[config.mk]
export PLATFORM = sky130hd
export DESIGN_NAME = fetch_unit_flat
export DESIGN_NICKNAME = d
export VERILOG_FILES = /design/src/rtl/fetch_unit_if.sv /design/src/rtl/fetch_unit.sv /design/src/flat_wrapper.sv
export SDC_FILE = /design/constraint.sdc
export NUM_CORES = 1
export LEC_CHECK = 0
export CAP_MARGIN = 20
export CORE_MARGIN = 2
export CORE_UTILIZATION = 35
export DETAILED_ROUTE_END_ITERATION = 12
export PLACE_DENSITY = 0.63
export SLEW_MARGIN = 40
export SYNTH_ARGS = -nofsm -noshare
export SYNTH_HDL_FRONTEND = slang
export SYNTH_SLANG_ARGS = --single-unit
[constraint.sdc]
create_clock -name clk -period 5.1 [get_ports clk]
set_clock_uncertainty 0.2 [all_clocks]
set_input_delay 0.51 -clock clk [delete_from_list [all_inputs] [get_ports clk]]
set_output_delay 0.51 -clock clk [all_outputs]
set_load 0.1 [all_outputs]
[src/rtl/fetch_unit_if.sv]
//------------------------------------------------------------------------------
// fetch_unit_if
// Bus bundle between the fetch unit and its surroundings: hazard/EX control
// inputs, the synchronous instruction-memory port and the IF/ID bundle.
// Revision: 1.0 - initial release
//------------------------------------------------------------------------------
`default_nettype none

interface fetch_unit_if #(
  parameter int XLEN = 32
);
  logic            stall;
  logic            redirect;
  logic [XLEN-1:0] redirect_pc;
  logic [XLEN-1:0] imem_addr;
  logic [XLEN-1:0] imem_rdata;
  logic [XLEN-1:0] if_pc;
  logic [XLEN-1:0] if_instr;
  logic            if_valid;
  logic            if_misalign;

  // Fetch unit side
  modport master (
    input  stall, redirect, redirect_pc, imem_rdata,
    output imem_addr, if_pc, if_instr, if_valid, if_misalign
  );

  // Environment side (hazard unit, EX, instruction memory, IF/ID register)
  modport slave (
    output stall, redirect, redirect_pc, imem_rdata,
    input  imem_addr, if_pc, if_instr, if_valid, if_misalign
  );
endinterface

`default_nettype wire

[src/rtl/fetch_unit.sv]
//------------------------------------------------------------------------------
// fetch_unit
// Instruction-fetch front end: owns the PC, drives a 1-cycle synchronous
// instruction memory and presents {pc, instr, valid} to IF/ID. Supports
// stalls (with an instruction skid register) and redirects from EX.
// Revision: 1.0 - initial release
//------------------------------------------------------------------------------
`default_nettype none

module fetch_unit #(
  parameter int              XLEN      = 32,
  parameter logic [XLEN-1:0] RESET_PC  = 32'h0000_0000,
  parameter logic [XLEN-1:0] NOP_INSTR = 32'h0000_0013
) (
  input  logic         clk,
  input  logic         rst,
  fetch_unit_if.master bus
);

  // fetch_pc_q is the address currently presented to memory; if_pc_q is the
  // address whose instruction sits on the output bundle.
  logic [XLEN-1:0] fetch_pc_q,   fetch_pc_d;
  logic [XLEN-1:0] if_pc_q,      if_pc_d;
  logic            valid_q,      valid_d;
  logic            hold_vld_q,   hold_vld_d;
  logic [XLEN-1:0] hold_instr_q, hold_instr_d;
  logic            misalign_q,   misalign_d;
  logic [XLEN-1:0] redirect_aligned;

  // Next-state selection: redirect beats stall beats normal sequential fetch
  always_comb begin
    redirect_aligned = {bus.redirect_pc[XLEN-1:2], 2'b00};
    fetch_pc_d       = fetch_pc_q;
    if_pc_d          = if_pc_q;
    valid_d          = valid_q;
    hold_vld_d       = hold_vld_q;
    hold_instr_d     = hold_instr_q;
    misalign_d       = 1'b0;

    if (bus.redirect) begin
      // Kill whatever is in flight; the target is fetched this cycle and
      // appears as a valid bundle one edge later.
      fetch_pc_d = redirect_aligned;
      if_pc_d    = redirect_aligned;
      valid_d    = 1'b0;
      hold_vld_d = 1'b0;
      misalign_d = |bus.redirect_pc[1:0];
    end else if (bus.stall) begin
      // Memory output moves on to fetch_pc during the stall, so capture the
      // instruction belonging to if_pc once, on the first stalled edge.
      if (!hold_vld_q) begin
        hold_instr_d = bus.imem_rdata;
        hold_vld_d   = 1'b1;
      end
    end else begin
      fetch_pc_d = fetch_pc_q + XLEN'(4);
      if_pc_d    = fetch_pc_q;
      valid_d    = 1'b1;
      hold_vld_d = 1'b0;
    end
  end

  // State registers with asynchronous reset
  always_ff @(posedge clk or posedge rst) begin
    if (rst) begin
      fetch_pc_q   <= RESET_PC;
      if_pc_q      <= RESET_PC;
      valid_q      <= 1'b0;
      hold_vld_q   <= 1'b0;
      hold_instr_q <= NOP_INSTR;
      misalign_q   <= 1'b0;
    end else begin
      fetch_pc_q   <= fetch_pc_d;
      if_pc_q      <= if_pc_d;
      valid_q      <= valid_d;
      hold_vld_q   <= hold_vld_d;
      hold_instr_q <= hold_instr_d;
      misalign_q   <= misalign_d;
    end
  end

  assign bus.imem_addr   = fetch_pc_q;
  assign bus.if_pc       = if_pc_q;
  assign bus.if_valid    = valid_q;
  assign bus.if_misalign = misalign_q;
  assign bus.if_instr    = !valid_q   ? NOP_INSTR    :
                           hold_vld_q ? hold_instr_q : bus.imem_rdata;

endmodule

`default_nettype wire

[src/flat_wrapper.sv]
// flat-port wrapper written by rule: the top's interface ports become plain ports
module fetch_unit_flat 
#(
  parameter int              XLEN      = 32,
  parameter logic [XLEN-1:0] RESET_PC  = 32'h0000_0000,
  parameter logic [XLEN-1:0] NOP_INSTR = 32'h0000_0013
)
  (clk, rst, bus_stall, bus_redirect, bus_redirect_pc, bus_imem_rdata, bus_imem_addr, bus_if_pc, bus_if_instr, bus_if_valid, bus_if_misalign);
  fetch_unit_if #(.XLEN(XLEN)) bus_i ();
  input  logic clk;
  input  logic rst;
  input wire logic [$bits(bus_i.stall)-1:0] bus_stall;
  input wire logic [$bits(bus_i.redirect)-1:0] bus_redirect;
  input wire logic [$bits(bus_i.redirect_pc)-1:0] bus_redirect_pc;
  input wire logic [$bits(bus_i.imem_rdata)-1:0] bus_imem_rdata;
  output wire logic [$bits(bus_i.imem_addr)-1:0] bus_imem_addr;
  output wire logic [$bits(bus_i.if_pc)-1:0] bus_if_pc;
  output wire logic [$bits(bus_i.if_instr)-1:0] bus_if_instr;
  output wire logic [$bits(bus_i.if_valid)-1:0] bus_if_valid;
  output wire logic [$bits(bus_i.if_misalign)-1:0] bus_if_misalign;
  assign bus_i.stall = bus_stall;
  assign bus_i.redirect = bus_redirect;
  assign bus_i.redirect_pc = bus_redirect_pc;
  assign bus_i.imem_rdata = bus_imem_rdata;
  assign bus_imem_addr = bus_i.imem_addr;
  assign bus_if_pc = bus_i.if_pc;
  assign bus_if_instr = bus_i.if_instr;
  assign bus_if_valid = bus_i.if_valid;
  assign bus_if_misalign = bus_i.if_misalign;
  fetch_unit #(.XLEN(XLEN), .RESET_PC(RESET_PC), .NOP_INSTR(NOP_INSTR)) u_core (.clk(clk), .rst(rst), .bus(bus_i));
endmodule
Word-level counts from Yosys, hierarchy flattened
Index checks and enable logic that the tools add are counted.
W data, S select, Z words.

word-level totals
  input port bits = 68
  output and inout bits = 98
  register bits = 99
  word-level logic and storage cells = 22

cells by class
  reduce and logical (&&, ||, !) cells = 2
  muxes and demuxes = 11
  bitwise logic cells = 1
  $add $sub $neg = 1
  equality and inequality tests = 1

operators by type and width
  cell                     number
  $mux W32                 6
  $add A32 B3 Y32 const B  1
  $mux W1                  5
  $ne A2 B1 Y1 const B     1
  $reduce_and A2 Y1        1
  $reduce_or A2 Y1         1
  $not A1 Y1               1

Depth between registers and ports, before layout
  depth in word-level cells = 3
  gate-level depth with buffers = 7
  gate-level depth less buffers = 6

Worst setup path after synthesis
Ideal clock, no wire load.

  kind = register -> output
  start = register u_core.valid_q, in the netlist u_core.bus.if_valid
  end = output port bus_if_instr[10]
  data arrival time = 2.616 ns
  required time = 4.390 ns
  buffers on the path = 1
  path slack = 1.774 ns
  cell stages (with the launch flop) = 4
  cell sequence = dfrtp_1 inv_1 clkbuf_1 nor2_1

on the way
  longest elaborated chain between the ends = 1

ends and longest elaborated chain
  item                      line                RTL
  start: declaration        fetch_unit.sv:24    logic valid_q, valid_d;
  start signal: assignment  fetch_unit.sv:75    valid_q <= valid_d;
  $mux W32                  fetch_unit.sv:86    assign bus.if_instr = !valid_q ? NOP_INSTR :
  end: declaration          flat_wrapper.sv:18  output wire logic [$bits(bus_i.if_instr)-1:0] bus_if_instr;

No other way between the ends.

Worst setup path in the final report
  start = register u_core.hold_vld_q
  end = output port bus_if_instr[16]

on the way
  longest elaborated chain between the ends = 2

ends and longest elaborated chain
  item                      line              RTL
  start: declaration        fetch_unit.sv:25  logic hold_vld_q, hold_vld_d;
  start signal: assignment  fetch_unit.sv:76  hold_vld_q <= hold_vld_d;
  $mux W32                  fetch_unit.sv:87  hold_vld_q ? hold_instr_q : bus.imem_rdata;
  $mux W32                  fetch_unit.sv:86

No other way between the ends.

==> qor.yml <==
run_status:
  outcome: "finished clean"
routing:
  wl_per_cell_um: 15.3
  detail-route-antenna-nets: 0
  routed_via_density: 4.80
  totalWireLength_um: 12000
  drtIter0Drc: 187
  drc_errors: 0
  vias: 3742
  firstDrtPassIters: 4
cts:
  cts_tree: "built"
  htree_levels: 3
  clock_path_buffers: 2
  post_cts_buffers: 0
  cts_sinks: 96
  cts_buffers: 9
  path_clk_slew_ps: 60
  cts.repair.resized: 0
  clockRootBuffer: "clkbuf_16"
  clock_latency_ps: 350
  ctsHoldBuffers: 0
cells_and_area:
  fill_cells: 1329
  layout_commonest_cell: "buf_2"
  drive_gt1_share_pct: 28.5
  final_nets: 664
  fin_util_pct: 46.6
  ff_latch_area_sq_um: 2410
  layout_common_cells: "buf_2, dfrtp_1, clkdlybuf4s50_1"
  area_delta_synth_final_pct: 31.2
  antenna_cells: 0
  stdcell_count: 780
  multi_input_area_sq_um: 2300
pwr:
  p_int_mw: 1.47
  p_per_area_nw_per_um2: 387
  comb_power_share_pct: 34.9
  power.share.clock_pct: 27.5
  ir_drop_v: 0.000205
  p_seq_share_pct: 37.6
  power_switching_mw: 1.03
  swShare_pct: 41.2
  power.leakage_nw: 2.78
synth:
  syn_area_per_cell_sq_um: 10.9
  seq_area_frac_synth_pct: 48.9
  ys_types: 38
  yosysTopAreaCell: "dfrtp_1"
  syn_area_sq_um: 4920
  yosys-top-cells-area: "dfrtp_1, mux2i_1, mux2_2, a21oi_1, nor2_1"
  ys_warn_count: 0
  synth_top_area_share_pct: 47.3
  syn_inst: 450
  synth-seq-cells: 96
place:
  port_buffers: 163
  hpwl_um: 8470
  gp_congestion: 0.748
  place_inst: 764
  dp_slack_ps: 2140
sta:
  rsz0062_at_grt: "no"
  setup_viol_count_final: 0
  fmax_mhz: 385
  finalCriticalPeriod_ps: 2600
  fin_crit_sh_pct: 50.9
  max-slew-margin-rel_pct: 54.7
  worstMarginPinSlew_ps: 678
  slew_violations: 0
  hold_violations: 0
  setup_ws_ps: 2500
  setup_tns_ps: 0
worst_setup_path:
  worst-r2r-cell-count: 5
  cp-start-kind: "register"
  r2r_start: "u_core.bus.imem_addr[8]$_DFFE_PP0N_"
  critPathMaxFanout: 33
  worstSetupPathType: "register to output port"
  r2r_end: "u_core.bus.imem_addr[26]$_DFFE_PP0N_"
  r2r_setup_slack_ps: 2830
  cp-end-kind: "output port"
  worstPathArrival_ps: 1890
  cp.required_ps: 4390
floorplanning:
  dieArea_sq_um: 15000
  placementRows: 43
  start_util_pct: 35.6
  die_x_um: 123
  die_y_um: 123
  pin_count: 166
  coreArea_sq_um: 13800
global_route:
  grt-ovfl-total: 0
  grt_max_degree: 62
  globalRouteTotalUtil_pct: 16.3
  first_global_vias: 3679
  grt_pass1_wl_um: 18900
  antenna_found_initial: 0
job:
  drv_cap: 0
worst_hold_path:
  worstHoldStart: "u_core.hold_instr_q[14]$_DFFE_PP0P_"
  hold_path_class: "register to register"
  hold-path-cell-count: 1
  min_to: "u_core.hold_instr_q[14]$_DFFE_PP0P_"
==> worst max-delay path by stage <==
stage / depth (start not counted) / to / slack, ps / startpoint
3_5_place_dp: 7 / u_core.bus.imem_addr[26]$_DFFE_PP0N_ / 2140 / bus_stall
3_3_place_gp: 3 / bus_if_instr[16] / 1920 / u_core.hold_vld_q$_DFF_PP0_
5_1_grt: 7 / u_core.bus.imem_addr[26]$_DFFE_PP0N_ / 2310 / bus_stall
4_1_cts: 3 / bus_if_instr[5] / 2490 / u_core.hold_vld_q$_DFF_PP0_
2_1_floorplan: 3 / bus_if_instr[10] / 1770 / u_core.bus.if_valid$_DFFE_PP0N_
6_report: 3 / bus_if_instr[16] / 2500 / u_core.hold_vld_q$_DFF_PP0_
==> stage by stage <==
stage / area, sq um / hold slack, ps / power [mW]
6_report: 6450 / 289 / 2.50
3_5_place_dp: 6150 / 282 / 1.83
5_1_grt: 6450 / 319 / 2.61
4_1_cts: 6450 / 295 / 2.53
2_1_floorplan: 4920 / 258 / 1.65
3_3_place_gp: 6630 / 270 / 1.89
==> synthesized netlist by cell type <==
cell type and n:
nor4_4 3, xor2_1 7, mux2i_1 61, nand4_1 2
clkbuf_1 12, nand2b_1 2, o21ba_2 1, nor2b_1 5
conb_1 1, nand2_1 13, and3_1 4, nor4_1 1
mux2_1 1, nor3_2 2, a21oi_1 59, nor4_2 5
nand3_2 1, buf_2 9, buf_1 3, a211oi_1 1
ha_1 1, and3_4 1, mux2_2 31, inv_1 8
dfstp_2 3, buf_6 2, and2_1 1, o21ai_0 2
and4_1 3, buf_4 8, dfrtp_1 93, xnor2_1 22
nand3_4 1, and4b_1 1, nor2_1 64, nand3_1 8
nor3_1 5, nand4_4 3
==> area by class of cell <==
| type | instances | share of cell area [%] |
|---|---|---|
| Sequential cell | 96 | 37.4 |
| Multi-Input combinational cell | 313 | 35.7 |
| Timing Repair Buffer | 167 | 18.2 |
| Clock buffer | 13 | 4.03 |
| Tap cell | 180 | 3.49 |
| Clock inverter | 3 | 0.621 |
| Inverter | 8 | 0.543 |
==> worst max-delay path, stage by stage (launching register included) <==
cell	delay (ps)
dfrtp_4	790
mux2i_1	140
nor2_1	130
buf_2	450
==> power groups by stage <==
stage                     Sequential [mW]  Combinational [mW]  Clock, mW
after floorplan                      1.29               0.361          0
after global placement              0.952               0.935          0
after detailed placement            0.956               0.877          0
after CTS                           0.941               0.879      0.713
after global routing                0.955               0.916      0.743
final                               0.940               0.872      0.687
==> per-layer routing <==
layer	global-route usage, %	share of wire (%)	up-vias
li1	-	-	1835
met1	21.6	46	1775
met2	25.6	45	120
met3	4.04	7.3	12
met4	6.32	1.6	0
met5	0	0	-
==> state kept, by name (all words and copies together), names as in the netlist <==
| signal | flops |
|---|---|
| u_core.hold_instr_q | 32 |
| u_core.bus.if_pc | 31 |
| u_core.bus.imem_addr | 30 |
| u_core.bus.if_misalign | 1 |
| u_core.bus.if_valid | 1 |
| u_core.hold_vld_q | 1 |
==> kinds of logic (layout without fill, tap and decap cells) <==
family                   after synthesis  in the layout  synth area share [%]
AO/OA/AOI/OAI                         63             63                  6.56
XOR/XNOR                              29             29                  5.17
adder cells (fa/ha/maj)                1              1                 0.254
buffers and inverters                 42            191                  4.35
flip-flops                            96             96                  48.9
multiplexers                          93             93                  19.7
other                                  1              2                0.0763
AND/OR/NAND/NOR                      125            125                  14.9
(Power assumes the default switching activity.)
